$ cat config.mk
export PLATFORM = sky130hd
export DESIGN_NAME = bids_cmd_sequencer_flat
export DESIGN_NICKNAME = d
export VERILOG_FILES = /design/src/rtl/bids_cmd_sequencer_if.sv /design/src/rtl/bids_cmd_sequencer.sv /design/src/flat_wrapper.sv
export SDC_FILE = /design/constraint.sdc
export NUM_CORES = 1
export LEC_CHECK = 0
export ABC_AREA = 1
export CAP_MARGIN = 5
export CORE_MARGIN = 2
export CORE_UTILIZATION = 50
export CTS_BUF_LIST = sky130_fd_sc_hd__clkbuf_4 sky130_fd_sc_hd__clkbuf_8 sky130_fd_sc_hd__clkbuf_16
export DETAILED_ROUTE_END_ITERATION = 10
export GPL_TIMING_DRIVEN = 0
export HOLD_SLACK_MARGIN = 0.02
export PLACE_DENSITY_LB_ADDON = 0.2
export SETUP_SLACK_MARGIN = 0.3
export SYNTH_ARGS = -nofsm -noshare
export SYNTH_HDL_FRONTEND = slang
export SYNTH_SLANG_ARGS = --single-unit
$ cat constraint.sdc
create_clock -name clk -period 2.4 [get_ports clk]
set_input_delay 0.24 -clock clk [delete_from_list [all_inputs] [get_ports clk]]
set_output_delay 0.24 -clock clk [all_outputs]
set_load 0.01 [all_outputs]
$ cat src/rtl/bids_cmd_sequencer_if.sv
// Host command, bid-controller and completion signals of the command sequencer.
// The sequencer connects through the slave modport; its environment uses the master modport.
interface bids_cmd_sequencer_if;
  logic        cmd_valid;
  logic        cmd_ready;
  logic [3:0]  cmd_op;
  logic [31:0] cmd_data;
  logic        cmd_start;

  logic [3:0]  C_op;
  logic [31:0] C_data;
  logic        C_start;
  logic        ready;
  logic [2:0]  err;

  logic        rsp_valid;
  logic        rsp_ready;
  logic [3:0]  rsp_op;
  logic [2:0]  rsp_err;

  logic        busy;
  logic [15:0] issued_cnt;

  modport slave (
    input  cmd_valid, cmd_op, cmd_data, cmd_start, ready, err, rsp_ready,
    output cmd_ready, C_op, C_data, C_start, rsp_valid, rsp_op, rsp_err, busy, issued_cnt
  );

  modport master (
    output cmd_valid, cmd_op, cmd_data, cmd_start, ready, err, rsp_ready,
    input  cmd_ready, C_op, C_data, C_start, rsp_valid, rsp_op, rsp_err, busy, issued_cnt
  );
endinterface

$ cat src/rtl/bids_cmd_sequencer.sv
// Queues host commands and issues them one at a time to the bid controller,
// waiting for completion (or a timeout) and returning a completion record.
module bids_cmd_sequencer #(
  parameter int unsigned FIFO_DEPTH = 4,
  parameter int unsigned TIMEOUT    = 16,
  parameter logic [3:0]  NOP_OP     = 4'hF
) (
  input  logic                 clk,
  input  logic                 reset,
  bids_cmd_sequencer_if.slave  bus
);

  localparam int unsigned PTR_W  = (FIFO_DEPTH > 1) ? $clog2(FIFO_DEPTH) : 1;
  localparam int unsigned CNT_W  = $clog2(FIFO_DEPTH) + 1;
  localparam int unsigned WAIT_W = (TIMEOUT > 1) ? $clog2(TIMEOUT) : 1;
  localparam logic [WAIT_W-1:0] WAIT_LAST   = WAIT_W'(TIMEOUT - 1);
  localparam logic [CNT_W-1:0]  FIFO_FULL   = CNT_W'(FIFO_DEPTH);
  localparam logic [2:0]        ERR_TIMEOUT = 3'b111;

  typedef struct packed {
    logic [3:0]  op;
    logic [31:0] data;
    logic        start;
  } cmd_t;

  typedef enum logic [1:0] {
    IDLE  = 2'd0,
    ISSUE = 2'd1,
    WAIT  = 2'd2,
    RESP  = 2'd3
  } state_t;

  state_t state_q, state_d;

  cmd_t             mem [FIFO_DEPTH];
  logic [PTR_W-1:0] wr_ptr_q, rd_ptr_q;
  logic [CNT_W-1:0] fifo_cnt_q;
  logic             fifo_full, fifo_empty;
  logic             push, pop;
  cmd_t             head;
  cmd_t             cmd_in;

  logic [3:0]        c_op_q, c_op_d;
  logic [31:0]       c_data_q, c_data_d;
  logic              c_start_q, c_start_d;
  logic [3:0]        op_q, op_d;
  logic [WAIT_W-1:0] wait_q, wait_d;
  logic              rsp_valid_q, rsp_valid_d;
  logic [3:0]        rsp_op_q, rsp_op_d;
  logic [2:0]        rsp_err_q, rsp_err_d;
  logic [15:0]       issued_cnt_q, issued_cnt_d;

  assign fifo_full  = (fifo_cnt_q == FIFO_FULL);
  assign fifo_empty = (fifo_cnt_q == '0);
  assign push       = bus.cmd_valid && !fifo_full;
  assign head       = mem[rd_ptr_q];
  assign cmd_in     = '{op: bus.cmd_op, data: bus.cmd_data, start: bus.cmd_start};

  // Queue storage needs no reset: entries are only read while the count says they are valid.
  always_ff @(posedge clk) begin
    if (push) begin
      mem[wr_ptr_q] <= cmd_in;
    end
  end

  // Queue pointers and occupancy; pop only ever sees entries pushed on earlier edges.
  always_ff @(posedge clk or posedge reset) begin
    if (reset) begin
      wr_ptr_q   <= '0;
      rd_ptr_q   <= '0;
      fifo_cnt_q <= '0;
    end else begin
      if (push) begin
        wr_ptr_q <= wr_ptr_q + PTR_W'(1);
      end
      if (pop) begin
        rd_ptr_q <= rd_ptr_q + PTR_W'(1);
      end
      if (push && !pop) begin
        fifo_cnt_q <= fifo_cnt_q + CNT_W'(1);
      end else if (pop && !push) begin
        fifo_cnt_q <= fifo_cnt_q - CNT_W'(1);
      end
    end
  end

  always_ff @(posedge clk or posedge reset) begin
    if (reset) begin
      state_q <= IDLE;
    end else begin
      state_q <= state_d;
    end
  end

  // Next state plus next values of every registered controller/response output.
  always_comb begin
    state_d      = state_q;
    pop          = 1'b0;
    c_op_d       = NOP_OP;
    c_start_d    = 1'b0;
    c_data_d     = c_data_q;
    op_d         = op_q;
    wait_d       = wait_q;
    rsp_valid_d  = rsp_valid_q;
    rsp_op_d     = rsp_op_q;
    rsp_err_d    = rsp_err_q;
    issued_cnt_d = issued_cnt_q;

    unique case (state_q)
      IDLE: begin
        if (!fifo_empty && bus.ready && !rsp_valid_q) begin
          state_d      = ISSUE;
          pop          = 1'b1;
          c_op_d       = head.op;
          c_data_d     = head.data;
          c_start_d    = head.start;
          op_d         = head.op;
          issued_cnt_d = issued_cnt_q + 16'd1;
        end
      end
      ISSUE: begin
        state_d = WAIT;
        wait_d  = '0;
      end
      WAIT: begin
        // A ready controller on the limit cycle still reports its own error code.
        if (bus.ready) begin
          state_d     = RESP;
          rsp_valid_d = 1'b1;
          rsp_op_d    = op_q;
          rsp_err_d   = bus.err;
        end else if (wait_q == WAIT_LAST) begin
          state_d     = RESP;
          rsp_valid_d = 1'b1;
          rsp_op_d    = op_q;
          rsp_err_d   = ERR_TIMEOUT;
        end else begin
          wait_d = wait_q + WAIT_W'(1);
        end
      end
      RESP: begin
        if (bus.rsp_ready) begin
          state_d     = IDLE;
          rsp_valid_d = 1'b0;
        end
      end
      default: begin
        state_d = IDLE;
      end
    endcase
  end

  always_ff @(posedge clk or posedge reset) begin
    if (reset) begin
      c_op_q       <= NOP_OP;
      c_data_q     <= '0;
      c_start_q    <= 1'b0;
      op_q         <= '0;
      wait_q       <= '0;
      rsp_valid_q  <= 1'b0;
      rsp_op_q     <= '0;
      rsp_err_q    <= '0;
      issued_cnt_q <= '0;
    end else begin
      c_op_q       <= c_op_d;
      c_data_q     <= c_data_d;
      c_start_q    <= c_start_d;
      op_q         <= op_d;
      wait_q       <= wait_d;
      rsp_valid_q  <= rsp_valid_d;
      rsp_op_q     <= rsp_op_d;
      rsp_err_q    <= rsp_err_d;
      issued_cnt_q <= issued_cnt_d;
    end
  end

  assign bus.cmd_ready  = !fifo_full;
  assign bus.C_op       = c_op_q;
  assign bus.C_data     = c_data_q;
  assign bus.C_start    = c_start_q;
  assign bus.rsp_valid  = rsp_valid_q;
  assign bus.rsp_op     = rsp_op_q;
  assign bus.rsp_err    = rsp_err_q;
  assign bus.busy       = (state_q != IDLE) || !fifo_empty;
  assign bus.issued_cnt = issued_cnt_q;

endmodule

$ cat src/flat_wrapper.sv
// flat-port wrapper written by rule: the top's interface ports become plain ports
module bids_cmd_sequencer_flat 
#(
  parameter int unsigned FIFO_DEPTH = 4,
  parameter int unsigned TIMEOUT    = 16,
  parameter logic [3:0]  NOP_OP     = 4'hF
)
  (clk, reset, bus_cmd_valid, bus_cmd_op, bus_cmd_data, bus_cmd_start, bus_ready, bus_err, bus_rsp_ready, bus_cmd_ready, bus_C_op, bus_C_data, bus_C_start, bus_rsp_valid, bus_rsp_op, bus_rsp_err, bus_busy, bus_issued_cnt);
  bids_cmd_sequencer_if bus_i ();
  input  logic clk;
  input  logic reset;
  input wire logic [$bits(bus_i.cmd_valid)-1:0] bus_cmd_valid;
  input wire logic [$bits(bus_i.cmd_op)-1:0] bus_cmd_op;
  input wire logic [$bits(bus_i.cmd_data)-1:0] bus_cmd_data;
  input wire logic [$bits(bus_i.cmd_start)-1:0] bus_cmd_start;
  input wire logic [$bits(bus_i.ready)-1:0] bus_ready;
  input wire logic [$bits(bus_i.err)-1:0] bus_err;
  input wire logic [$bits(bus_i.rsp_ready)-1:0] bus_rsp_ready;
  output wire logic [$bits(bus_i.cmd_ready)-1:0] bus_cmd_ready;
  output wire logic [$bits(bus_i.C_op)-1:0] bus_C_op;
  output wire logic [$bits(bus_i.C_data)-1:0] bus_C_data;
  output wire logic [$bits(bus_i.C_start)-1:0] bus_C_start;
  output wire logic [$bits(bus_i.rsp_valid)-1:0] bus_rsp_valid;
  output wire logic [$bits(bus_i.rsp_op)-1:0] bus_rsp_op;
  output wire logic [$bits(bus_i.rsp_err)-1:0] bus_rsp_err;
  output wire logic [$bits(bus_i.busy)-1:0] bus_busy;
  output wire logic [$bits(bus_i.issued_cnt)-1:0] bus_issued_cnt;
  assign bus_i.cmd_valid = bus_cmd_valid;
  assign bus_i.cmd_op = bus_cmd_op;
  assign bus_i.cmd_data = bus_cmd_data;
  assign bus_i.cmd_start = bus_cmd_start;
  assign bus_i.ready = bus_ready;
  assign bus_i.err = bus_err;
  assign bus_i.rsp_ready = bus_rsp_ready;
  assign bus_cmd_ready = bus_i.cmd_ready;
  assign bus_C_op = bus_i.C_op;
  assign bus_C_data = bus_i.C_data;
  assign bus_C_start = bus_i.C_start;
  assign bus_rsp_valid = bus_i.rsp_valid;
  assign bus_rsp_op = bus_i.rsp_op;
  assign bus_rsp_err = bus_i.rsp_err;
  assign bus_busy = bus_i.busy;
  assign bus_issued_cnt = bus_i.issued_cnt;
  bids_cmd_sequencer #(.FIFO_DEPTH(FIFO_DEPTH), .TIMEOUT(TIMEOUT), .NOP_OP(NOP_OP)) u_core (.clk(clk), .reset(reset), .bus(bus_i));
endmodule
## After elaboration in Yosys (flattened, before gate mapping)

Memory sizes are Yosys's and may differ from the RTL's.
Index checks and enable logic that the tools add are counted.

- Input port bits: 45
- Memories kept: 1
- Register bits: 78
- Output and inout port bits: 63
- Logic and storage cells: 79
- Memory bits (writable): 148

- Muxes and demuxes: 26
- Equality and inequality tests: 10
- Add/subtract/negate cells: 6
- Reductions and logical operators: 23

Memories:

| name | words | bits a word | rd ports | clocked after memory_dff | write ports | line | source |
|---|---|---|---|---|---|---|---|
| u_core.mem | 4 | 37 | 1 | 0 | 1 | bids_cmd_sequencer.sv:35 | `cmd_t mem [FIFO_DEPTH];` |

Operators with widths:

| cell | count |
|---|---|
| $mux 4 | 6 |
| $add 16x1->16 const B | 1 |
| $mux 3 | 4 |
| $reduce_bool 2->1 | 5 |
| $mux 1 | 9 |
| $reduce_and 3->1 | 3 |
| $mux 2 | 4 |
| $pmux 2 s4 | 1 |
| $pmux 4 s2 | 1 |
| $ne 2x2->1 const B | 3 |
| $logic_and 1x1->1 | 5 |
| $logic_not 1->1 | 5 |
| $add 2x1->2 const B | 2 |
| $add 4x1->4 const B | 1 |
| $eq 2x2->1 const B | 2 |
| $eq 4x4->1 const B | 1 |
| $reduce_and 2->1 | 2 |
| $add 3x1->3 const B | 1 |
| $eq 3x3->1 const B | 1 |
| $logic_not 3->1 | 1 |
| $ne 3x2->1 const B | 1 |
| $sub 3x1->3 const B | 1 |
| $eq 2x1->1 const B | 1 |
| $logic_not 2->1 | 1 |
| 3 further kinds | 3 |

## Longest topological paths before layout

- Word-level depth: 9
- Mapped depth: 12
- Mapped depth without buffers: 11

## Worst setup path before layout

OpenSTA, ideal clock, no wires.

- Path type: reg2reg
- Start: register u_core.fifo_cnt_q[0]
- End: memory u_core.mem[0][0] in the netlist's numbering (enable)
- Arrival time: 2.343 ns
- Slack: -0.375 ns
- Cell stages (with the launch flop): 5
- Buffers on the path: 0
- Library setup time: 0.431 ns
- Cells stage by stage: dfrtp_1 > inv_1 > nand3_1 > nand2_1 > nor2_1

- Cells in the longest elaborated chain, start to end: 5

RTL lines:

| item | line | source |
|---|---|---|
| from (decl) | bids_cmd_sequencer.sv:37 | `logic [CNT_W-1:0] fifo_cnt_q;` |
| from (signal assigned) | bids_cmd_sequencer.sv:80 | `fifo_cnt_q <= fifo_cnt_q + CNT_W'(1);` |
| from (signal assigned) | bids_cmd_sequencer.sv:82 | `fifo_cnt_q <= fifo_cnt_q - CNT_W'(1);` |
| $eq 3x3->1 | bids_cmd_sequencer.sv:53 | `assign fifo_full = (fifo_cnt_q == FIFO_FULL);` |
| $logic_not 1->1 | - |  |
| named net bus_cmd_ready | flat_wrapper.sv:19 | `output wire logic [$bits(bus_i.cmd_ready)-1:0] bus_cmd_ready;` |
| $logic_and 1x1->1 | bids_cmd_sequencer.sv:55 | `assign push = bus.cmd_valid && !fifo_full;` |
| $mux 1 | bids_cmd_sequencer.sv:61 | `if (push) begin` |
| $mux 1 (implied by the code) | bids_cmd_sequencer.sv:62 | `mem[wr_ptr_q] <= cmd_in;` |
| to (decl) | bids_cmd_sequencer.sv:35 |  |

The timed path passes the listed nets, and every way through them passes these cells.

## Final worst setup path

- Start: register u_core.state_q[0]
- End: register u_core.fifo_cnt_q[2]

- Cells in the longest elaborated chain, start to end: 5

RTL lines:

| item | line | source |
|---|---|---|
| from (decl) | bids_cmd_sequencer.sv:33 | `state_t state_q, state_d;` |
| from (signal assigned) | bids_cmd_sequencer.sv:91 | `state_q <= state_d;` |
| $logic_not 2->1 (*) | bids_cmd_sequencer.sv:109 | `unique case (state_q)` |
| $mux 1 (*) | bids_cmd_sequencer.sv:109 |  |
| $logic_not 1->1 | bids_cmd_sequencer.sv:79 | `if (push && !pop) begin` |
| $logic_and 1x1->1 | bids_cmd_sequencer.sv:79 |  |
| $mux 3 or $reduce_bool 2->1 (tied branches) | - |  |

Every way passes the cells marked *; elsewhere a longest branch is shown, timed or not.
A chain may end at the register's enable or synchronous reset.

==> impl_metrics.ini <==
[status]
status = completed

[place]
routabilityCongestion = 0.749
pre_cts_ws_ns = 0.00946
port_buffers = 107
dp_hpwl_mm = 12.2
place_area_um2 = 10500

[power_and_ir_drop]
p_int_mw = 9.43
power_frac_clock_pct = 26.4
p_sw_mw = 4.58
comb_power_share_pct = 33.4
ir_worst_vdd_mv = 0.652
p_sw_share_pct = 32.7
power.leakage_nw = 4.46
p_seq_share_pct = 40.2
powerDensity_nw_per_um2 = 1230
power_mw = 14.0

[synth]
syn_area_um2 = 8980
ys_ff_latch = 226
synth.largest_area_cell = edfxtp_1
ys_warn_count = 0
synth.avg_cell_area_um2 = 11.7
ys_seq_area_share_pct = 71.2
synth_top_area_share_pct = 49.5
synthArstFlopShare_pct = 34.5
synth_ff_type = edfxtp_1
synth_area_leaders = edfxtp_1, dfrtp_1, nand2_1
synth_edf_count = 148
synth_cells = 766
syn-num-nets = 823
synthDistinctLibCells = 31

[sta]
relSlewSlack_pct = 50.4
rsz0062_at_grt = false
finalHoldViolCount = 0
hold_ws_ns = 0.0672
fmax_mhz = 506
finClkSkew_ns = 0.00909
final_max_slew_viol_count = 0
fin_setup_tns_ns = 0
timing.final.crit_share_pct = 82.4
min_period_ns = 1.98
worst_slack_ns = 0.423
final-setup-viol-count = 0
tightest_slew_ns = 0.742

[worst_setup_path]
worstPathRequired_ns = 2.82
cp-start-kind = flop
criticalPathCategory = flop to flop
critPathMaxFanout = 10
cp_data_arrival_time_ns = 2.40
critPathCaptureType = flop

[grt]
grt_max_degree = 38
antenna_found_initial = 1
overflow = 0
track_usage_pct = 19.6
grt_pass1_vias = 5889
grt_pass1_wl_mm = 30.2

[routing]
wl_mm = 18.9
wl_per_cell_um = 16.3
drt-initial-drc-count = 333
drc_errors = 0
firstDrtPassIters = 5
ant_nets = 0
viasPerCell = 5.16
via_count = 5968

[final_layout]
final_cell_mix = nand2_1, edfxtp_1, clkdlybuf4s50_1
nets = 968
fin_area_um2 = 11400
n_antenna_cell = 0
drive_above_1_share_pct = 11.5
areaGrowthSynthToFinish_pct = 26.9
layout_commonest_cell = nand2_1

[clocking]
cts_tree = built
htree_levels = 1
numCtsBuffers = 23
clkTransAtPathRegs_ns = 0.06
cts.sinks = 226
clock_latency_ns = 0.50
max-clock-path-buffers = 3
root_buffer = clkbuf_16

[floorplanning]
dieHeight_um = 138
die_w_um = 138
die_area_um2 = 19100
coreArea_um2 = 17800
boundaryPins = 108
rows = 49
start_util_pct = 50.5

[hold_path]
hold_path.class = input port to asynchronous set/reset pin

[flow_run]
max_cap_viol_count = 0
-- path summary, 6_finish.rpt --
check                                            startpoint                           endpoint  slack, ns  cells after the start
hold reg to reg            u_core.bus.rsp_op[2]$_DFFE_PP0P_   u_core.bus.rsp_op[2]$_DFFE_PP0P_       0.47                      2
setup / recovery              u_core.state_q[0]$_DFFE_PP0P_   u_core.fifo_cnt_q[2]$_DFFE_PP0P_       0.42                     12
min in group clk                                 bus_err[1]  u_core.bus.rsp_err[1]$_DFFE_PP0P_       0.32                      3
setup reg to reg              u_core.state_q[0]$_DFFE_PP0P_   u_core.fifo_cnt_q[2]$_DFFE_PP0P_       0.42                     12
hold / removal                                        reset   u_core.bus.rsp_valid$_DFFE_PP0P_       0.07                      2
max in group asynchronous                             reset       u_core.bus.C_op[0]$_DFF_PP1_       1.77                      3
-- logic make-up (layout without fill, tap and decap cells) --
group | Yosys count | after routing | synth area share [%]
DFF | 226 | 226 | 71.2
and+or+nand+nor | 320 | 320 | 14.5
buffers and inverters | 72 | 234 | 3.87
AOI/OAI and AO/OA | 125 | 125 | 7.56
xor gates and xnor gates | 11 | 11 | 1.07
adders and majority gates | 12 | 12 | 1.75
-- per-layer routing --
metal  up-vias  GRT usage, %  share of wire [%]
met5         -             0              0.069
met4         2          4.24                1.1
met3        21          3.39                5.7
met2       161          33.8                 50
met1      2875          26.3                 44
li1       2909             -                  -
-- cells in the mapped netlist, types with 4 or more instances --
cell type and count:
dfstp_2 4, nand2_1 162, clkbuf_1 11, o21ai_0 75, nor2_2 5, o22ai_1 32, ha_1 11, nand4_1 8
a21oi_1 6, inv_2 4, edfxtp_1 148, dfrtp_1 74, buf_4 5, o21a_1 4, nor2_1 110, buf_6 6
nand3_1 25, inv_1 34, buf_2 11, o21ai_1 7, xor2_1 10
-- state kept, by name (all words and copies together) (netlist names) --
name and flops:
u_core.bus.issued_cnt 16, u_core.bus.C_start 1, u_core.bus.rsp_err 3, u_core.op_q 4
u_core.bus.rsp_valid 1, u_core.wr_ptr_q 2, u_core.wait_q 4, u_core.bus.rsp_op 4
u_core.fifo_cnt_q 3, u_core.state_q 2, u_core.rd_ptr_q 2, u_core.bus.C_op 4
u_core.mem 148, u_core.bus.C_data 32
-- power by group through the flow --
| stage | combinational [mW] | sequential [mW] | clock [mW] |
|---|---|---|---|
| finish | 4.68 | 5.63 | 3.70 |
| global route | 5.19 | 5.73 | 3.93 |
| CTS | 4.65 | 5.64 | 3.76 |
| detailed placement | 4.56 | 5.72 | 0 |
| global placement | 4.33 | 5.73 | 0 |
| floorplan | 2.49 | 5.84 | 0 |
-- stage by stage --
| stage | util, % | instances |
|---|---|---|
| final | 64.2 | 1157 |
| after global routing | 64.2 | 1157 |
| after CTS | 63.8 | 1153 |
| after detailed placement | 59.1 | 1108 |
| after global placement | 58.2 | 1102 |
| after floorplan | - | 766 |
-- final cells by class --
class                   count  area [µm²]
repair buffers            120        1270
clock inverters            16         201
well taps                 229         287
inverters                  39         150
flip-flops and latches    226        6400
multi-input cells         468        2290
clock buffers              26         598
fillers                  1382        6370
plain buffers              33         211
-- critical path, cell delays in order, from the launching register on --
cell and delay [ns]:
dfrtp_1 0.38, inv_2 0.07, ha_4 0.17, nand3_2 0.10, buf_8 0.11, buf_6 0.12, ha_1 0.16, inv_2 0.05
fa_1 0.37, nor2_1 0.12, nor2_1 0.04, nand2_1 0.07, xor2_1 0.13
-- timing repair --
action,in CTS,in global routing
endpoints found under the setup margin,21,21
pin swaps,0,1
hold buffers,0,0
resized for setup,4,7
buffers inserted,3,4
Note: power is estimated with default switching activity, not from simulation.
